$ cat src/rtl/pipe_stage_reg_pkg.sv
// Shared pipeline-boundary constants: maximum stage depth and the data/control
// bundle widths used at each inter-stage boundary.
package pipe_stage_reg_pkg;

  localparam int PIPE_DEPTH_MAX = 4;

  localparam int IFID_DATA_W  = 64;
  localparam int IFID_CTRL_W  = 4;
  localparam int IDEX_DATA_W  = 64;
  localparam int IDEX_CTRL_W  = 12;
  localparam int EXMEM_DATA_W = 64;
  localparam int EXMEM_CTRL_W = 8;
  localparam int MEMWB_DATA_W = 64;
  localparam int MEMWB_CTRL_W = 4;

endpackage

$ cat src/rtl/pipe_stage_reg_slot.sv
// One {v, ctrl, data} register slot with load and kill; 1-cycle latency.
// Kill beats load; a load of an empty source leaves a bubble with zero ctrl and held data.
module pipe_stage_reg_slot #(
  parameter int DATA_W = 64,
  parameter int CTRL_W = 12
) (
  input  logic              clk,
  input  logic              rst_n,
  input  logic              kill,
  input  logic              load,
  input  logic              d_v,
  input  logic [CTRL_W-1:0] d_ctrl,
  input  logic [DATA_W-1:0] d_data,
  output logic              v,
  output logic [CTRL_W-1:0] ctrl,
  output logic [DATA_W-1:0] data
);

  always_ff @(posedge clk or negedge rst_n) begin
    if (!rst_n) begin
      v    <= 1'b0;
      ctrl <= '0;
      data <= '0;
    end else if (kill) begin
      v    <= 1'b0;
      ctrl <= '0;
    end else if (load) begin
      v    <= d_v;
      ctrl <= d_v ? d_ctrl : '0;
      // Data only follows real beats, so stale inputs never land in a slot.
      if (d_v) data <= d_data;
    end
  end

endmodule

$ cat src/rtl/pipe_stage_reg.sv
// Elastic DEPTH-slot pipeline register, valid/ready on both sides, flush and occupancy.
// Latency DEPTH cycles; optional skid entry (PIPE_SKID_EN) makes in_ready purely registered.
module pipe_stage_reg
  import pipe_stage_reg_pkg::*;
#(
  parameter int DATA_W = 64,
  parameter int CTRL_W = 12,
  parameter int DEPTH  = 1,
  parameter int OCC_W  = 3
) (
  input  logic              clk,
  input  logic              rst_n,
  input  logic              flush,
  input  logic              in_valid,
  output logic              in_ready,
  input  logic [DATA_W-1:0] in_data,
  input  logic [CTRL_W-1:0] in_ctrl,
  output logic              out_valid,
  input  logic              out_ready,
  output logic [DATA_W-1:0] out_data,
  output logic [CTRL_W-1:0] out_ctrl,
  output logic [OCC_W-1:0]  occ
);

  if (DEPTH < 1 || DEPTH > PIPE_DEPTH_MAX) begin : g_bad_depth
    $error("pipe_stage_reg: DEPTH out of range");
  end
  if ((1 << OCC_W) <= DEPTH + 1) begin : g_bad_occ_w
    $error("pipe_stage_reg: OCC_W too narrow");
  end

  logic [DEPTH-1:0]             v;
  logic [DEPTH-1:0][CTRL_W-1:0] ctrl;
  logic [DEPTH-1:0][DATA_W-1:0] data;
  logic [DEPTH:0]               rdy;
  logic [DEPTH-1:0]             src_v;
  logic [DEPTH-1:0][CTRL_W-1:0] src_ctrl;
  logic [DEPTH-1:0][DATA_W-1:0] src_data;
  logic                         head_v;
  logic [CTRL_W-1:0]            head_ctrl;
  logic [DATA_W-1:0]            head_data;
  logic                         in_xfer;
  logic                         skid_nv;
  logic [OCC_W-1:0]             occ_nxt;

  assign in_xfer = in_valid && in_ready;

`ifdef PIPE_SKID_EN
  logic              sv;
  logic [CTRL_W-1:0] sctrl;
  logic [DATA_W-1:0] sdata;
  logic              skid_load;
  logic              skid_dv;

  // The skid only captures when slot 0 is blocked; otherwise input bypasses it.
  assign in_ready  = !sv && !flush;
  assign skid_load = !sv || rdy[0];
  assign skid_dv   = in_xfer && !rdy[0];
  assign skid_nv   = skid_load ? skid_dv : sv;

  pipe_stage_reg_slot #(.DATA_W(DATA_W), .CTRL_W(CTRL_W)) u_skid (
    .clk    (clk),
    .rst_n  (rst_n),
    .kill   (flush),
    .load   (skid_load),
    .d_v    (skid_dv),
    .d_ctrl (in_ctrl),
    .d_data (in_data),
    .v      (sv),
    .ctrl   (sctrl),
    .data   (sdata)
  );

  assign head_v    = sv || in_xfer;
  assign head_ctrl = sv ? sctrl : in_ctrl;
  assign head_data = sv ? sdata : in_data;
`else
  assign in_ready  = rdy[0] && !flush;
  assign skid_nv   = 1'b0;
  assign head_v    = in_xfer;
  assign head_ctrl = in_ctrl;
  assign head_data = in_data;
`endif

  // Ready ripples from the output back to slot 0; an empty slot breaks the stall.
  always_comb begin
    rdy        = '0;
    rdy[DEPTH] = out_ready;
    for (int i = DEPTH - 1; i >= 0; i--) begin
      rdy[i] = !v[i] || rdy[i+1];
    end
  end

  always_comb begin
    src_v       = '0;
    src_ctrl    = '0;
    src_data    = '0;
    src_v[0]    = head_v;
    src_ctrl[0] = head_ctrl;
    src_data[0] = head_data;
    for (int i = 1; i < DEPTH; i++) begin
      src_v[i]    = v[i-1];
      src_ctrl[i] = ctrl[i-1];
      src_data[i] = data[i-1];
    end
  end

  for (genvar i = 0; i < DEPTH; i++) begin : g_slot
    pipe_stage_reg_slot #(.DATA_W(DATA_W), .CTRL_W(CTRL_W)) u_slot (
      .clk    (clk),
      .rst_n  (rst_n),
      .kill   (flush),
      .load   (rdy[i]),
      .d_v    (src_v[i]),
      .d_ctrl (src_ctrl[i]),
      .d_data (src_data[i]),
      .v      (v[i]),
      .ctrl   (ctrl[i]),
      .data   (data[i])
    );
  end

  // Occupancy is registered from the next-state valids so it tracks the slots exactly.
  always_comb begin
    occ_nxt = OCC_W'(skid_nv);
    for (int i = 0; i < DEPTH; i++) begin
      occ_nxt = occ_nxt + OCC_W'(rdy[i] ? src_v[i] : v[i]);
    end
  end

  always_ff @(posedge clk or negedge rst_n) begin
    if (!rst_n)     occ <= '0;
    else if (flush) occ <= '0;
    else            occ <= occ_nxt;
  end

  assign out_valid = v[DEPTH-1];
  assign out_ctrl  = ctrl[DEPTH-1];
  assign out_data  = data[DEPTH-1];

endmodule

$ cat config.mk
export PLATFORM = sky130hd
export DESIGN_NAME = pipe_stage_reg
export DESIGN_NICKNAME = d
export VERILOG_FILES = /design/src/rtl/pipe_stage_reg_pkg.sv /design/src/rtl/pipe_stage_reg_slot.sv /design/src/rtl/pipe_stage_reg.sv
export SDC_FILE = /design/constraint.sdc
export NUM_CORES = 1
export LEC_CHECK = 0
export CAP_MARGIN = 30
export CORE_UTILIZATION = 43
export CTS_CLUSTER_SIZE = 28
export DETAILED_ROUTE_END_ITERATION = 6
export GPL_TIMING_DRIVEN = 0
export PLACE_DENSITY = 0.95
export SYNTH_ARGS = -nofsm -noshare
export SYNTH_HDL_FRONTEND = slang
export SYNTH_HIERARCHICAL = 1
export SYNTH_SLANG_ARGS = --single-unit
$ cat constraint.sdc
create_clock -name clk -period 2.4 [get_ports clk]
set_input_delay 0.48 -clock clk [delete_from_list [all_inputs] [get_ports clk]]
set_output_delay 0.48 -clock clk [all_outputs]
set_load 0.02 [all_outputs]
# Word level (Yosys, flattened, before mapping)
# Cells that the tools add are included.
# op_classes
bitwise	1
mux	7
reduce_logical	7
# ops
op	n
$mux W12	3
$mux W1	4
$reduce_and A3 Y1	1
$logic_and A1 B1 Y1	2
$logic_not A1 Y1	2
$reduce_bool A2 Y1	1
$logic_or A1 B1 Y1	1
$not A1 Y1	1
# totals
reg_bits	78
out_inout_bits	81
in_bits	81

# Logic depth before layout (Yosys ltp)
# depth
ltp_word	7
ltp_mapped	7

# Modules after synthesis
# Netlist, hierarchy kept.
# by_module_without_submodules
module	area_each_um2	seq_area_each_um2	cells_per_inst	n_inst
pipe_stage_reg_slot	3188.1	1926.8	192	1
pipe_stage_reg	82.6	25.0	10	1

# Least setup slack after synthesis
# Ideal clock, no wire load.
# synth_timing
kind	register to register
startpoint	register g_slot[0].u_slot.v
endpoint	register g_slot[0].u_slot.data[10]
stages_incl_launch_ff	7
slack_ns	0.626
setup_ns	0.125
t_arrival_ns	1.649
cell_sequence	dfrtp_1 > nor2b_4 > nor3_1 > nand3b_1 > buf_6 > buf_6 > mux2_4
# synth_via
elab_chain_cells	5
# synth_lines
item	line_no	source
start: declaration	pipe_stage_reg_slot.sv:14	output logic v,
start signal: assignment	pipe_stage_reg_slot.sv:28	v <= d_v;
$logic_not A1 Y1	pipe_stage_reg.sv:90	rdy[i] = !v[i] || rdy[i+1];
$logic_or A1 B1 Y1	pipe_stage_reg.sv:90	
$logic_and A1 B1 Y1	pipe_stage_reg.sv:78	assign in_ready = rdy[0] && !flush;
$logic_and A1 B1 Y1	pipe_stage_reg.sv:46	assign in_xfer = in_valid && in_ready;
via head_v	pipe_stage_reg.sv:39	logic head_v;
$reduce_and A3 Y1 (no source line)	n/a	
end signal: assignment	pipe_stage_reg_slot.sv:31	if (d_v) data <= d_data;
end: declaration	pipe_stage_reg_slot.sv:16	output logic [DATA_W-1:0] data
# The timed path passes the listed nets, and every way through them passes these cells.
# A chain may end at the register's enable or synchronous reset.

# Final worst setup path
# layout_timing
startpoint	input port flush
endpoint	output port in_ready
# layout_via
elab_chain_cells	2
# layout_lines
item	line_no	source
start: declaration	pipe_stage_reg.sv:13	input logic flush,
$logic_not A1 Y1	pipe_stage_reg.sv:78	
$logic_and A1 B1 Y1	pipe_stage_reg.sv:78	
end: declaration	pipe_stage_reg.sv:15	output logic in_ready,
# Every way passes these cells.

==> summary.md <==
| Metric | Value |
|---|---|
| DR pass1 iterations | 4 |
| HP Class | in2async |
| Worst VDD drop | 0.345 mV |
| Worst-path clk slew | 0.08 ns |
| Gr busiest metal | met2 |
| Max clock buf depth | 2 |
| Status | completed |
| Leak | 0.00240 uW |
| Post-synthesis compound-gate area fraction | 2.10% |
| Largest area contributor in the netlist | dfrtp_1 |
| Cts bufs inserted | 9 |
| Warnings, synthesis | 6 |
| M2 GR Usage | 35.0% |
| Crit-path max FO | 8 |
| Via count | 2291 |
| First-pass GRT wire length | 12000 um |
| Top-area cell type share of the netlist area | 59.7% |
| Core ar. | 7290 um^2 |
| Startpoint Class | primary input |
| DP HPWL | 5780 um |
| Pre-CTS setup slack | -0.0716 ns |
| Routed wire length | 7900 um |
| Area grow syn2layout | 59.7% |
| Post-DP Area | 5010 um^2 |
| Die height | 89.2 um |
| Wirelength per Cell | 16.5 um |
| R2r setup slk | 0.49 ns |
| H-tree Lvls | 3 |
| Design Area, Final | 5220 um^2 |
| FFs w/ async S/R, synth | 100% |
| DRC | 0 |
| WP data arrival | 1.80 ns |
| Sequential fraction of the synthesis area | 59.7% |
| GR Util met1 | 23.5% |
| Final Setup Violations | 0 |
| Vias in the first global route | 2436 |
| Largest family of logic cells by synthesized area | multiplexers |
| Synth Register Bits | 78 |
| Layout Nets | 456 |
| Final hold slack | 0.485 ns |
| Synth Area in XOR/XNOR | 0% |
| Mean Syn Cell Area | 16.2 um^2 |
| Initial antenna violation count | 0 |
| Total track usage | 20.2% |
| Antenna-violating nets left | 0 |
| Ports | 162 |
| Crit. End Element | primary output |
| Vias/cell | 4.78 |
| CP required | 1.92 ns |
| Layout cell share with drive strength beyond 1 | 24.7% |
| Met3 Use GR | 6.28% |
| Grt ovf | 0 |
| Synth Area in Adders | 0% |
| Port bufs | 159 |
| Die ar. | 7960 um^2 |
| Ys flop type | dfrtp_1 |
| Std-Cell Rows | 31 |
| Synthesized instance count | 202 |
| CTS tree | done |
| Pwr dens | 782 nW/um^2 |
| Starting density of the core | 44.9% |
| DIE WIDTH | 89.2 um |
| Slew headroom | 65.8% |
| Iteration-0 DRC Markers | 32 |
| Final Hold Violating Endpoints | 0 |
| Top cells by area, synth | dfrtp_1 60%, mux2_4 28%, buf_6 2.4% |
| Ant diodes | 0 |
| Multiplexer share of the synthesized area | 29.2% |
| Clock Latency Late Sink | 0.33 ns |
| Fmax | 439 MHz |
| Minimum clock period | 2.28 ns |
| Clk sinks | 78 |
| Worst Max-Slew Pin Slew | 0.510 ns |
| Final worst-path cycle share | 94.9% |
| Max-cap violations | 0 |
| Post-route worst setup slack | 0.122 ns |
| Cells after DPL | 462 |
| Slew Limit Fails | 0 |
| Post-synthesis simple-gate area fraction | 5.16% |
| Count of different cell masters after synthesis | 19 |
| CTS resizes | 0 |
| RSZ-0062 raised after global routing | no |
| Worst clock skew | 0.00946 ns |
| Largest net degree at the start of global routing | 75 |
| Non-filler instance count after layout | 479 |
| EDFF count, synth | 0 |
| Root Driver | clkbuf_8 |
| Critical path type | in2out |
| Synthesized area | 3270 um^2 |
| GPL Wtd Cong | 0.786 |
## Yosys cell counts (2+ instances only)
cell,n
nand2b_1,12
a21oi_1,12
nand3_1,12
mux2_2,4
buf_6,7
dfrtp_1,78
mux2_4,60
clkbuf_1,4
buf_4,2
nor2_1,2
## cells in the final DEF, fill, tap and decap left out, types with 2 or more instances in the layout
master and count:
clkdlybuf4s50_1 158, dfrtp_1 78, mux2_4 60, nand2b_1 12, nand3_1 12, a21oi_1 12, clkbuf_8 10, buf_6 7
clkbuf_1 5, mux2_2 4, buf_4 3, nor2_1 2, conb_1 2, clkinv_2 2
## report_power, final
| part | switching [uW] | internal (uW) |
|---|---|---|
| combinational | 577 | 838 |
| sequential | 140 | 1550 |
| clock | 464 | 512 |
## logic make-up after synthesis
| family | after synthesis |
|---|---|
| other | 1 |
| multiplexers | 65 |
| buffers and inverters | 16 |
| AND/OR/NAND/NOR | 29 |
| AO/OA/AOI/OAI | 13 |
| flip-flops | 78 |
## repair_timing
| item | in CTS | in global routing |
|---|---|---|
| buffers inserted | 0 | 0 |
| hold buffers | 1 | 0 |
| hold endpoints to repair | 4 | 0 |
## sequential cells by signal, indices dropped and copies added (netlist names)
name / cells
occ: 1
g_slot.u_slot/data: 64
g_slot.u_slot/ctrl: 12
g_slot.u_slot/v: 1
## worst paths after layout
check                                                      from                               endpoint  cells past startpoint
max                                                       flush                               in_ready                      3
min                                                       rst_n  g_slot[0].u_slot/data[58]$_DFFE_PN0P_                      2
max reg2reg                      g_slot[0].u_slot/v$_DFFE_PN0P_  g_slot[0].u_slot/data[28]$_DFFE_PN0P_                      6
min reg2reg                g_slot[0].u_slot/data[0]$_DFFE_PN0P_   g_slot[0].u_slot/data[0]$_DFFE_PN0P_                      1
max in group asynchronous                                 rst_n   g_slot[0].u_slot/data[0]$_DFFE_PN0P_                      3
min in group clk           g_slot[0].u_slot/data[0]$_DFFE_PN0P_   g_slot[0].u_slot/data[0]$_DFFE_PN0P_                      1
## metrics by stage
step	TNS [ns]	util (%)	power (uW)
global placement	-137.94	68.4	3080
floorplan	0	-	2390
CTS	0	71.6	4120
detailed placement	-3.52	68.8	3130
finish	0	71.6	4080
global route	0	71.6	4270
## final cells by class
type | count | area, um^2
Fill cell | 510 | 2070
Sequential cell | 78 | 1950
Timing Repair Buffer | 161 | 1630
Multi-Input combinational cell | 109 | 1200
Clock buffer | 11 | 141
Tap cell | 99 | 124
Buffer | 14 | 114
Clock inverter | 5 | 57.6
Inverter | 2 | 7.51
## layer usage
metal | share of wire, % | wire length, um | vias to the layer above
li1 | - | - | 1041
met1 | 40 | 3140 | 1120
met2 | 50 | 3940 | 121
met3 | 9.4 | 742 | 9
met4 | 1.0 | 79 | 0
met5 | 0 | 0 | -
## worst max-delay path, stage by stage
cell and delay (ns):
clkdlybuf4s50_1 0.54, nor2_1 0.16, clkdlybuf4s50_1 0.61
No activity file was read; power rests on OpenSTA's default activity.
